### config.mk
export PLATFORM = sky130hd
export DESIGN_NAME = mem_access_unit
export DESIGN_NICKNAME = d
export VERILOG_FILES = /design/src/rtl/mem_access_unit.sv
export SDC_FILE = /design/constraint.sdc
export NUM_CORES = 1
export LEC_CHECK = 0
export ABC_AREA = 1
export BUFFER_PORTS_ARGS = -buffer_cell sky130_fd_sc_hd__buf_2
export CORE_AREA = 4 4 103 130
export CTS_CLUSTER_SIZE = 20
export DETAILED_ROUTE_END_ITERATION = 8
export DIE_AREA = 0 0 107 134
export GPL_ROUTABILITY_DRIVEN = 0
export PLACE_DENSITY = 0.83
export SYNTH_ARGS = -nofsm -noshare
export SYNTH_HDL_FRONTEND = slang
export SYNTH_SLANG_ARGS = --single-unit
### constraint.sdc
create_clock -name i_clk -period 1.25 [get_ports i_clk]
set_input_delay 0.25 -clock i_clk [delete_from_list [all_inputs] [get_ports i_clk]]
set_output_delay 0.25 -clock i_clk [all_outputs]
set_load 0.02 [all_outputs]
### src/rtl/mem_access_unit.sv
// Memory-stage load/store unit: runs a req/gnt/rvalid handshake with a variable-latency
// data memory, stalls the pipeline while busy and returns load bytes left-aligned at [31:24].
module mem_access_unit #(
  parameter int XLEN    = 32,
  parameter int TIMEOUT = 15
) (
  input  logic            i_clk,
  input  logic            i_reset,
  input  logic            i_req_valid,
  input  logic [9:0]      i_operation,
  input  logic [XLEN-1:0] i_addr,
  input  logic [XLEN-1:0] i_wdata,
  output logic            o_stall,
  output logic            o_done,
  output logic [31:0]     o_mem_data,
  output logic            o_misaligned,
  output logic            o_bus_error,
  output logic            o_mem_req,
  output logic            o_mem_we,
  output logic [XLEN-1:0] o_mem_addr,
  output logic [3:0]      o_mem_be,
  output logic [31:0]     o_mem_wdata,
  input  logic            i_mem_gnt,
  input  logic            i_mem_rvalid,
  input  logic [31:0]     i_mem_rdata,
  output logic [1:0]      o_state
);

  localparam int CW = $clog2(TIMEOUT + 1);
  localparam logic [CW-1:0] CNT_LAST = CW'(TIMEOUT - 1);

  localparam logic [1:0] S_IDLE   = 2'd0;
  localparam logic [1:0] S_REQ    = 2'd1;
  localparam logic [1:0] S_WAIT_R = 2'd2;
  localparam logic [1:0] S_DONE   = 2'd3;

  localparam logic [6:0] OP_LOAD  = 7'b0000011;
  localparam logic [6:0] OP_STORE = 7'b0100011;

  logic [1:0]      r_state;
  logic [CW-1:0]   r_cnt;
  logic [1:0]      r_offset;
  logic            r_stall;
  logic            r_done;
  logic            r_misaligned;
  logic            r_bus_error;
  logic            r_mem_req;
  logic            r_mem_we;
  logic [XLEN-1:0] r_mem_addr;
  logic [3:0]      r_mem_be;
  logic [31:0]     r_mem_wdata;
  logic [31:0]     r_mem_data;

  logic [2:0]      w_funct3;
  logic [6:0]      w_opcode;
  logic            w_is_load;
  logic            w_is_store;
  logic            w_legal;
  logic            w_misalign;
  logic [3:0]      w_be;
  logic [31:0]     w_wdata;
  logic [31:0]     w_load_data;

  assign w_funct3   = i_operation[9:7];
  assign w_opcode   = i_operation[6:0];
  assign w_is_load  = (w_opcode == OP_LOAD);
  assign w_is_store = (w_opcode == OP_STORE);

  // Halfwords need addr[0]==0, words need addr[1:0]==0; bytes are always aligned.
  assign w_misalign = ((w_funct3[1:0] == 2'b01) & i_addr[0]) |
                      ((w_funct3[1:0] == 2'b10) & (|i_addr[1:0]));

  // Loaded word is shifted so the addressed byte lands in [31:24], zero-filled below.
  assign w_load_data = i_mem_rdata << {r_offset, 3'b000};

  always_comb begin
    w_legal = 1'b0;
    w_be    = 4'b1111;
    w_wdata = i_wdata[31:0];
    case (w_funct3)
      3'b000, 3'b001, 3'b010: w_legal = w_is_load | w_is_store;
      3'b100, 3'b101:         w_legal = w_is_load;
      default:                w_legal = 1'b0;
    endcase
    if (w_is_store) begin
      case (w_funct3[1:0])
        2'b00: begin
          w_be    = 4'b1000 >> i_addr[1:0];
          w_wdata = {4{i_wdata[7:0]}};
        end
        2'b01: begin
          w_be    = i_addr[1] ? 4'b0011 : 4'b1100;
          w_wdata = {2{i_wdata[15:0]}};
        end
        default: begin
          w_be    = 4'b1111;
          w_wdata = i_wdata[31:0];
        end
      endcase
    end
  end

  always_ff @(posedge i_clk) begin
    if (!i_reset) begin
      r_state      <= S_IDLE;
      r_cnt        <= '0;
      r_offset     <= 2'b00;
      r_stall      <= 1'b0;
      r_done       <= 1'b0;
      r_misaligned <= 1'b0;
      r_bus_error  <= 1'b0;
      r_mem_req    <= 1'b0;
      r_mem_we     <= 1'b0;
      r_mem_addr   <= '0;
      r_mem_be     <= 4'b0000;
      r_mem_wdata  <= '0;
      r_mem_data   <= '0;
    end else begin
      r_done       <= 1'b0;
      r_misaligned <= 1'b0;
      r_bus_error  <= 1'b0;
      case (r_state)
        S_IDLE: begin
          if (i_req_valid && w_legal) begin
            if (w_misalign) begin
              r_misaligned <= 1'b1;
            end else begin
              r_mem_addr  <= {i_addr[XLEN-1:2], 2'b00};
              r_mem_be    <= w_be;
              r_mem_wdata <= w_wdata;
              r_mem_we    <= w_is_store;
              r_offset    <= i_addr[1:0];
              r_mem_req   <= 1'b1;
              r_stall     <= 1'b1;
              r_state     <= S_REQ;
            end
          end
        end
        S_REQ: begin
          if (i_mem_gnt) begin
            r_mem_req <= 1'b0;
            if (r_mem_we) begin
              r_state <= S_DONE;
            end else begin
              r_cnt   <= '0;
              r_state <= S_WAIT_R;
            end
          end
        end
        S_WAIT_R: begin
          // A response on the final counted cycle still completes the load.
          if (i_mem_rvalid) begin
            r_mem_data <= w_load_data;
            r_state    <= S_DONE;
          end else if (r_cnt == CNT_LAST) begin
            r_bus_error <= 1'b1;
            r_stall     <= 1'b0;
            r_state     <= S_IDLE;
          end else begin
            r_cnt <= r_cnt + 1'b1;
          end
        end
        S_DONE: begin
          r_done  <= 1'b1;
          r_stall <= 1'b0;
          r_state <= S_IDLE;
        end
        default: r_state <= S_IDLE;
      endcase
    end
  end

  assign o_state      = r_state;
  assign o_stall      = r_stall;
  assign o_done       = r_done;
  assign o_mem_data   = r_mem_data;
  assign o_misaligned = r_misaligned;
  assign o_bus_error  = r_bus_error;
  assign o_mem_req    = r_mem_req;
  assign o_mem_we     = r_mem_we;
  assign o_mem_addr   = r_mem_addr;
  assign o_mem_be     = r_mem_be;
  assign o_mem_wdata  = r_mem_wdata;

endmodule

======== After elaboration in Yosys (flattened, before gate mapping) ========
Index checks and enable logic that the tools add are counted.
storage, ports and cells
  output and inout bits ................... 108
  flip-flop bits (word level) ............. 112
  logic and storage cells ................. 89
cells by class
  bitwise operators ....................... 7
  shift-type cells ........................ 2
  reduce and logical (&&, ||, !) cells .... 18
  equality and inequality tests ........... 20
  muxes and demuxes ....................... 28
  add/sub/neg operators ................... 1
operators with widths
  cell                                                              number
  32-bit case mux with 2 select lines                               1
  32-bit two-way mux                                                1
  32-bit by 5-bit left shift with 32-bit output                     1
  4-bit two-way mux                                                 6
  4-bit case mux with 2 select lines                                2
  2-bit != test (second input constant)                             7
  2-bit two-way mux                                                 5
  5-bit AND reduction                                               2
  1-bit two-way mux                                                 9
  2-bit case mux with 4 select lines                                1
  4-bit AND reduction                                               2
  7-bit by 2-bit == test with 1-bit output (second input constant)  1
  7-bit by 6-bit == test with 1-bit output (second input constant)  1
  2-bit == test (second input constant)                             3
  3-bit == test (second input constant)                             2
  3-bit AND reduction                                               2
  3-bit OR reduction                                                2
  4-bit by 1-bit adder with 4-bit output (second input constant)    1
  2-bit by 1-bit == test with 1-bit output (second input constant)  2
  4-bit == test (second input constant)                             1
  2-bit zero test                                                   2
  1-bit case mux with 2 select lines                                2
  2-bit nonzero test                                                2
  2-bit OR reduction                                                2
  other kinds (12)                                                  16

======== Longest topological paths before layout ========
Gate-level depths: netlist of the first run.
  depth after elaboration ................. 6
  gate-level depth with buffers ........... 12
  mapped depth without buffers ............ 10

======== Worst setup path before layout of the first run ========
No wires, ideal clock.
  kind .................................... reg2reg
  start ................................... reg r_state[1] (netlist: o_state[1])
  end ..................................... reg r_mem_wdata[10] (netlist: o_mem_wdata[10])
  data required time ...................... 1140 ps
  arrival time ............................ 1323 ps
  cell stages (with the launch flop) ...... 10
  path slack .............................. -183 ps
  setup time .............................. 110 ps
  cells stage by stage .................... dfxtp_1 -> nor2_1 -> nand3_2 -> inv_2 -> nand2_8 -> buf_6 -> nand2_1 -> nand3_1 -> nand2_1 -> inv_1
on the way
  word-level cells in the longest chain between the ends .. 2
ends and longest elaborated chain
  item                           line  text
  start, declared                40    logic [1:0] r_state;
  start signal, assigned         105   r_state <= S_IDLE;
  start signal, assigned         135   r_state <= S_REQ;
  start signal, assigned         143   r_state <= S_DONE;
  2-bit zero test                122   case (r_state)
  3-bit AND reduction (no line)  n/a
  end signal, assigned           130   r_mem_wdata <= w_wdata;
  end, declared                  51    logic [31:0] r_mem_wdata;
No other way between the ends.
A chain may end at the register's enable or synchronous reset.

======== Worst setup path in the final report of the first run ========
  start ................................... reg r_state[0] (netlist: o_state[0])
  end ..................................... reg r_mem_wdata[15] (netlist: o_mem_wdata[15])
The elaborated chain is that of the path after synthesis.

==> qor.csv, run 1 <==
stage,metric,value,unit
global_routing,GRT Total Usage,23.9,%
detailed_routing,routed vias/inst,5.10,
sta,RSZ-0062 raised after global routing,true,
yosys,post-synthesis mux area share,0,%
yosys,Post-synth top cells,"nand2_1 (217), dfxtp_1 (112), nor2_1 (94)",
yosys,largest family of logic cells by synthesized area,simple AND/OR/NAND/NOR gates,
final_layout,non-filler instance count after layout,1221,
cts,clock sink count,112,
final_layout,P&R area growth vs syn,52.0,%
cts,"Hold-fix buffers, CTS",0,
global_routing,met3 usage,4.29,%
sta,max-slew violations,0,
pwr,switching power,2.75,mW
pwr,Sequential Power Share,42.4,%
yosys,syn avg cell area,6.79,sq um
die,Core ar.,12000,sq um
detailed_routing,ANT nets after route,0,
setup_path,CP Data Arrival Time,1.64,ns
pwr,clock power share,33.4,%
yosys,sequential area share after synthesis,42.7,%
detailed_routing,length of the first detailed-routing pass in iterations,5,
final_layout,Multi-input gate area,2830,sq um
yosys,most common cell in the netlist,nand2_1,
detailed_routing,via count,6223,
cts,Clock Path Buffers,2,
sta,setup violators final,87,
pwr,Comb power frac,24.2,%
die,Die ar.,14300,sq um
final_layout,# nets final,1165,
global_routing,first-pass GRT wire length,27900,microns
cts,clk_lat worst skew,0.35,ns
global_routing,vias in the first global route,5841,
detailed_routing,initial drt markers,451,
yosys,main flop type after synthesis,dfxtp_1,
detailed_routing,DRC Markers,0,
pwr,Sw Share,30.5,%
status,status,finished with violations,
global_routing,initial antenna violation count,0,
cts,Root Driver,clkbuf_16,
setup_path,Worst Path Required,1.50,ns
sta,Max Freq,715,MHz
place,port bufs,216,
final_layout,design area,7980,sq um
global_routing,Global Route met1 Usage,28.1,%
setup_path,Critical Path Source Type,register,
sta,final worst slack,-0.149,ns
yosys,Area contributors post-synth,"dfxtp_1 (43%), nand2_1 (16%), nor2_1 (6.7%)",
final_layout,Final Core Density,66.3,%
detailed_routing,WL final,18400,microns
place,"Cell Area, Placed",7050,sq um
yosys,Mapped Area,5250,sq um
yosys,Post-Synth Adder-Cell Area,0.477,%
yosys,ys async rst share,0,%
sta,fin crit period,1.40,ns
setup_path,critical path peak fanout,7,
yosys,Compound-Gate Fraction of Synth Area,15.6,%
pwr,Leak,4.11,nW
hold_path,HP Class,input port to register,
die,Initial Util,43.6,%
yosys,XOR/XNOR Fraction of Synth Area,0,%
yosys,Post-synth EDFFs,0,
job,max_cap viols,0,
yosys,Mapped Cells,773,
final_layout,filler instances,1029,
detailed_routing,Avg WL per Cell,15.1,microns
yosys,Yosys top cell area share,42.7,%
die,FP Rows,45,
pwr,total design power,9.01,mW
cts,htree depth,3,
yosys,Synth Area in Simple Gates,31.4,%
sta,Final Hold Fails,0,
final_layout,# diodes,0,
yosys,post-synth top area cell,dfxtp_1,
cts,number of buffers created by CTS,9,
die,Chip Width,107,microns
sta,fin crit share,112,%
setup_path,Setup crit end kind,register,
die,number of I/O pins,219,
cts,CTS tree,yes,
pwr,P per Cell Area,1130,nW/um^2
place,dpl hpwl,12800,microns
yosys,yosys warns,0,
die,die height,134,microns
cts,Clock transition at path regs,0.08,ns
status,violated checks,setup timing,
setup_path,crit path kind,register to register,
final_layout,layout cell share with drive strength beyond 1,38.4,%
place,DP Cell Count,1184,
global_routing,global routing's busiest layer,met2,
yosys,number of library cell types mapped by synthesis,29,
pwr,Pint,6.26,mW
global_routing,pin count of the biggest net entering global routing,50,
pwr,Peak supply drop,0.681,mV
yosys,#FFs+latches synth,112,
global_routing,M2 GR Usage,42.8,%
final_layout,Reg area,2250,sq um
sta,Fin Clk Skew,0.00970,ns
global_routing,GRT Residual Overflow,0,
## cell type report
class                   instances  area share, %
multi-input cells             554           35.5
flip-flops and latches        112           28.2
repair buffers                311           26.4
inverters                      63           3.31
clock buffers                  11           3.04
well taps                     164           2.57
clock inverters                 5          0.815
repair inverters                1         0.0940
## layout by cell type (no fill, tap or decap), types with 3 or more instances in the layout
cell type,netlist,final
nor2_4,3,8
a31oi_4,0,3
a21oi_2,0,18
o211ai_1,16,16
nor2_1,94,89
inv_1,52,50
buf_12,0,13
clkbuf_16,0,12
a21oi_1,63,44
buf_8,0,3
dfxtp_2,0,3
buf_2,10,214
nand2_2,0,9
buf_4,11,64
o21ai_1,39,49
o21ai_0,30,18
nand2_4,0,5
inv_2,9,7
nand4_1,16,16
buf_6,5,13
nor3_1,3,3
nand3_2,2,5
inv_6,0,5
dfxtp_1,112,107
nand3_1,53,47
nand2_1,217,205
clkinv_4,0,4
nand3_4,0,4
## final timing paths
| kind | from | end | slack (ns) | depth (start not counted) |
|---|---|---|---|---|
| setup reg to reg | o_state[0] | o_mem_wdata[15] | -0.15 | 8 |
| hold / removal | i_addr[7] | o_mem_addr[7] | 0.12 | 3 |
| setup / recovery | o_state[0] | o_mem_wdata[15] | -0.15 | 8 |
| hold reg to reg | o_mem_req | o_mem_req | 0.45 | 2 |
## worst max-delay path, cell delays in order, from the launching register on
cell and delay (ns):
dfxtp_2 0.35, nor2_4 0.16, nand3_4 0.12, nor2_4 0.16, buf_4 0.14, clkbuf_16 0.13
nand2_1 0.07, o21ai_1 0.09, a21oi_1 0.08
## flip-flops by register name, indices dropped and copies added (netlist names)
register      flops
o_mem_data       32
o_mem_we          1
o_state           2
o_mem_addr       30
o_mem_wdata      32
o_mem_req         1
r_offset          2
o_bus_error       1
o_misaligned      1
r_cnt             4
o_mem_be          4
o_stall           1
o_done            1
## logic make-up (layout without fill, tap and decap cells)
family | after synthesis | in the layout
and+or+nand+nor | 393 | 396
AOI/OAI and AO/OA | 154 | 154
DFF | 112 | 112
buffers and inverters | 111 | 391
adders and majority gates | 2 | 2
other | 1 | 2
## timing repair
item,CTS,global route
cloned,4,4
gates resized for setup,55,50
pin swaps,19,14
buffers inserted,9,5
endpoints found under the setup margin,99,98
## power groups by stage
stage | Combinational (mW) | Sequential, mW | Clock (mW)
final | 2.18 | 3.82 | 3.00
after global routing | 2.37 | 3.84 | 3.17
after floorplan | 0.766 | 4.05 | 0
after global placement | 1.73 | 3.89 | 0
after detailed placement | 1.75 | 3.89 | 0
after CTS | 2.05 | 3.82 | 3.04
## through the flow
step / TNS [ns] / setup WS (ns) / hold slack (ns)
6_report: -5.34 / -0.149 / 0.121
5_1_grt: -12.11 / -0.233 / 0.121
4_1_cts: -3.89 / -0.103 / 0.112
3_5_place_dp: -19.07 / -0.293 / 0.437
3_3_place_gp: -16.38 / -0.238 / 0.435
2_1_floorplan: -3.05 / -0.0676 / 0.385
## routing by layer
layer	part of all wire, %	wire [microns]
met2	52	9570
met5	0	0
met3	7.1	1320
met4	2.6	474
met1	38	7090
No activity file was read; power rests on OpenSTA's default activity.
==> run 2: changes to the inputs <==
- GPL_TIMING_DRIVEN: not set -> 0
- RECOVER_POWER: not set -> 100
==> qor.csv, run 2 (synthesis results as in run 1) <==
stage,metric,value,unit
status,status,finished with violations,
status,violated checks,setup timing,
setup_path,"delay-heaviest family, CP",simple AND/OR/NAND/NOR gates,
final_layout,# diodes,0,
global_routing,vias in the first global route,5908,
setup_path,Setup crit end kind,register,
sta,Final Hold Slack,0.121,ns
final_layout,filler instances,1119,
global_routing,GRT Residual Overflow,0,
sta,Fin Clk Skew,0.00910,ns
setup_path,Worst Path Required,1.48,ns
final_layout,most frequent cells in the layout,"nand2_1 (202), buf_2 (115), dfxtp_1 (106)",
cts,"Hold-fix buffers, CTS",0,
sta,setup violators final,110,
final_layout,design area,7500,sq um
place,"Cell Area, Placed",6580,sq um
detailed_routing,via count,6188,
final_layout,P&R area growth vs syn,42.9,%
place,dpl hpwl,13400,microns
hold_path,HP Class,input port to register,
cts,Root Driver,clkbuf_16,
sta,final worst slack,-0.126,ns
sta,fin crit share,110,%
sta,fin crit period,1.38,ns
setup_path,CP Data Arrival Time,1.61,ns
sta,Worst slew margin,53.3,%
die,Die ar.,14300,sq um
final_layout,"commonest non-fill, non-tap cell in the layout",nand2_1,
die,number of I/O pins,219,
detailed_routing,routed vias/inst,5.23,
detailed_routing,DRC Markers,0,
die,Initial Util,43.6,%
sta,Final Hold Fails,0,
pwr,Peak supply drop,0.734,mV
setup_path,crit path kind,register to register,
cts,clock sink count,112,
die,Chip Width,107,microns
sta,max-slew violations,0,
job,max_cap viols,0,
cts,clk_lat worst skew,0.35,ns
final_layout,non-filler instance count after layout,1184,
cts,number of buffers created by CTS,9,
pwr,total design power,9.01,mW
cts,Clock Path Buffers,2,
cts,htree depth,3,
setup_path,crit path max-delay cell type,dfxtp_4,
detailed_routing,Avg WL per Cell,15.8,microns
die,FP Rows,45,
setup_path,"Cell Chain, Critical Path","inv_6, nor2_4, nand2_4, inv_4, nor2_4, nand2_4, clkinvlp_4, nand4_1, a21oi_1",
sta,TNS Setup,-8.10,ns
setup_path,critical path peak fanout,5,
place,port bufs,214,
detailed_routing,initial drt markers,385,
detailed_routing,length of the first detailed-routing pass in iterations,5,
die,die height,134,microns
global_routing,first-pass GRT wire length,28200,microns
global_routing,initial antenna violation count,0,
place,DP Cell Count,1152,
setup_path,CP max stage delay,0.42,ns
sta,RSZ-0062 raised after global routing,true,
pwr,P per Cell Area,1200,nW/um^2
global_routing,pin count of the biggest net entering global routing,18,
global_routing,GRT Total Usage,24.2,%
detailed_routing,WL final,18700,microns
cts,Clock transition at path regs,0.08,ns
setup_path,WP buf/inv,3,
setup_path,Critical Path Source Type,register,
final_layout,# nets final,1128,
final_layout,layout cell share with drive strength beyond 1,31.6,%
die,Core ar.,12000,sq um
sta,Worst-Margin Slew,0.700,ns
detailed_routing,ANT nets after route,0,
pwr,Leak,3.59,nW
cts,CTS tree,yes,
sta,Max Freq,727,MHz
## run 2: cell count changes in the layout (fill, tap and decap cells not counted), sizes merged
cell,change
nand3,-1
clkinvlp,+1
bufinv,+1
clkbuf,+118
clkinv,-3
buf,-150
nand2,-2
bufbuf,-1
## run 2: final timing paths
kind / slack [ns] / depth (start not counted) / to / startpoint
min: 0.12 / 3 / o_mem_addr[9] / i_addr[9]
max reg2reg: -0.13 / 9 / o_mem_wdata[17] / o_state[1]
min reg2reg: 0.45 / 2 / o_mem_req / o_mem_req
max: -0.13 / 9 / o_mem_wdata[17] / o_state[1]
## run 2: layout make-up
| class | count | area, sq um | share of cell area (%) |
|---|---|---|---|
| clock buffers | 12 | 246 | 3.29 |
| well taps | 164 | 205 | 2.74 |
| multi-input cells | 551 | 2900 | 38.6 |
| plain buffers | 47 | 368 | 4.90 |
| inverters | 63 | 274 | 3.65 |
| repair inverters | 1 | 7.51 | 0.100 |
| repair buffers | 230 | 1170 | 15.6 |
| clock inverters | 4 | 76.3 | 1.02 |
| flip-flops and latches | 112 | 2250 | 30.1 |
## run 2: where the power goes
part | internal [mW] | total [mW] | switching [mW]
Clock | 1.82 | 3.15 | 1.33
Combinational | 0.755 | 2.01 | 1.26
Sequential | 3.72 | 3.84 | 0.117
Total | 6.30 | 9.01 | 2.70
## run 2: layer usage
metal / part of all wire, % / track usage [%] / wire length, microns / up-vias
met4: 4.0 / 10.7 / 753 / 0
li1: - / - / - / 2994
met3: 7.5 / 5.20 / 1410 / 65
met5: 0 / 0 / 0 / -
met2: 51 / 43.0 / 9490 / 303
met1: 38 / 27.8 / 7070 / 2826
## run 2: through the flow
stage          utilization [%]  worst slack (ns)
6_report                  62.3            -0.126
5_1_grt                   62.3            -0.195
4_1_cts                   60.5            -0.120
3_5_place_dp              54.6            -0.608
3_3_place_gp              54.6            -0.550
2_1_floorplan                -           -0.0676
## run 2: worst reg2reg max path, stage by stage (launching register included)
cell and delay (ns):
dfxtp_4 0.42, inv_6 0.07, nor2_4 0.16, nand2_4 0.09, inv_4 0.08, nor2_4 0.04
nand2_4 0.09, clkinvlp_4 0.15, nand4_1 0.11, a21oi_1 0.07
## run 2: what timing repair did
| item | in CTS | in global routing |
|---|---|---|
| setup endpoints to repair | 108 | 111 |
| pin swaps | 14 | 21 |
| hold endpoints to repair | 0 | 0 |
| resized for setup | 84 | 72 |
| buffers inserted | 11 | 2 |
| cloned | 4 | 0 |
==> run 3: changes to the inputs <==
- PLACE_DENSITY: 0.83 -> 0.74
==> qor.csv, run 3 (synthesis results as in run 1) <==
stage,metric,value,unit
status,status,finished with violations,
status,violated checks,setup timing,
setup_path,crit path kind,register to register,
setup_path,Reg-to-Reg Start,o_state[1],
final_layout,Final Core Density,63.3,%
cts,Root Driver,clkbuf_16,
cts,"Hold-fix buffers, CTS",0,
setup_path,Crit. Startpoint,o_state[1],
final_layout,most frequent cells in the layout,"buf_2 (219), nand2_1 (205), dfxtp_1 (106)",
setup_path,CP Data Arrival Time,1.63,ns
place,port bufs,214,
sta,fin crit share,111,%
final_layout,Reg area,2260,sq um
sta,final worst slack,-0.144,ns
sta,Worst-Margin Slew,0.597,ns
detailed_routing,routed vias/inst,5.08,
sta,RSZ-0062 raised after global routing,true,
die,Chip Width,107,microns
die,Die ar.,14300,sq um
cts,CTS tree,yes,
cts,clk_lat worst skew,0.35,ns
final_layout,"commonest non-fill, non-tap cell in the layout",buf_2,
die,number of I/O pins,219,
setup_path,"Cell Chain, Critical Path","buf_4, nand3_4, buf_8, buf_4, a31oi_1, a21oi_1",
die,die height,134,microns
detailed_routing,ANT nets after route,0,
detailed_routing,Avg WL per Cell,15.4,microns
global_routing,vias in the first global route,5576,
cts,Clock transition at path regs,0.08,ns
detailed_routing,via count,6082,
global_routing,pin count of the biggest net entering global routing,21,
sta,Fin Clk Skew,0.0123,ns
sta,max-slew violations,0,
cts,number of buffers created by CTS,9,
detailed_routing,length of the first detailed-routing pass in iterations,6,
final_layout,layout cell share with drive strength beyond 1,37.1,%
final_layout,# diodes,0,
global_routing,GRT Total Usage,23.7,%
setup_path,CP max stage delay,0.38,ns
die,Initial Util,43.6,%
setup_path,Setup crit end kind,register,
place,dpl hpwl,13200,microns
pwr,P per Cell Area,1140,nW/um^2
setup_path,critical path peak fanout,8,
detailed_routing,DRC Markers,0,
cts,Clock Path Buffers,2,
die,Core ar.,12000,sq um
global_routing,GRT Residual Overflow,0,
setup_path,crit path max-delay cell type,dfxtp_4,
detailed_routing,initial drt markers,455,
sta,setup violators final,109,
place,DP Cell Count,1152,
place,DP Worst Slack,-0.533,ns
final_layout,filler instances,1133,
pwr,Peak supply drop,0.657,mV
sta,Worst slew margin,60.2,%
setup_path,Critical Path Source Type,register,
detailed_routing,WL final,18400,microns
job,max_cap viols,0,
cts,htree depth,3,
final_layout,Multi-input gate area,2850,sq um
hold_path,HP Class,input port to register,
setup_path,Worst Path Required,1.48,ns
sta,Final Hold Slack,0.117,ns
hold_path,min-delay src,i_addr[7],
sta,fin crit period,1.39,ns
sta,Max Freq,718,MHz
global_routing,initial antenna violation count,0,
setup_path,Critical Path Most Common Cell,buf_4,
pwr,Leak,3.92,nW
final_layout,# nets final,1142,
die,FP Rows,45,
final_layout,P&R area growth vs syn,45.2,%
global_routing,first-pass GRT wire length,27600,microns
pwr,total design power,8.66,mW
final_layout,non-filler instance count after layout,1198,
sta,Final Hold Fails,0,
cts,clock sink count,112,
[run 3: cell types whose count changed in the layout (fill, tap and decap cells not counted), sizes merged]
cell and delta:
buf +115, inv +3, nand2 +1, clkinv +3, clkbuf -106, bufinv -2
[run 3: final cells by class]
cell class | count | share of cell area, %
Inverter | 63 | 3.53
Multi-Input combinational cell | 552 | 37.3
Timing Repair Buffer | 242 | 18.0
Clock buffer | 9 | 2.95
Sequential cell | 112 | 29.6
Timing Repair inverter | 2 | 0.213
Clock inverter | 7 | 0.804
Buffer | 47 | 4.94
Tap cell | 164 | 2.69
[run 3: per-layer routing]
metal | vias to the layer above | global-route usage, % | part of all wire, %
li1 | 3029 | - | -
met5 | - | 0 | 0
met1 | 2753 | 28.7 | 41
met2 | 257 | 41.0 | 49
met4 | 0 | 9.81 | 3.0
met3 | 43 | 4.72 | 7.2
[run 3: worst max-delay path: cells and delay by family (launching register included)]
family	cells	cell delay (ns)
compound gates	2	0.24
buf+inv	3	0.49
flops	1	0.38
simple gates	1	0.17
[run 3: where the power goes]
group	switching (mW)	internal [mW]
registers	0.112	3.73
clock network	1.42	1.40
logic	1.22	0.786
[run 3: per-stage QoR]
step                      instance area (sq um)  setup TNS, ns
after CTS                                  7210          -5.17
final                                      7620          -9.36
after detailed placement                   6580         -38.56
after global placement                     6580         -38.27
after floorplan                            5310          -3.05
after global routing                       7620         -17.04
[run 3: final timing paths]
check                   end  slack, ns  cells past startpoint
max          o_mem_data[17]      -0.14                      6
min           o_mem_addr[7]       0.12                      3
max reg2reg  o_mem_data[17]      -0.14                      6
min reg2reg       o_mem_req       0.45                      2
[run 3: timing repair]
item / in CTS / in global routing
endpoints found under the hold margin: 0 / 0
setup endpoints to repair: 109 / 102
cloned: 4 / 5
resized for setup: 70 / 73
pin swaps: 9 / 16
buffers inserted: 13 / 9
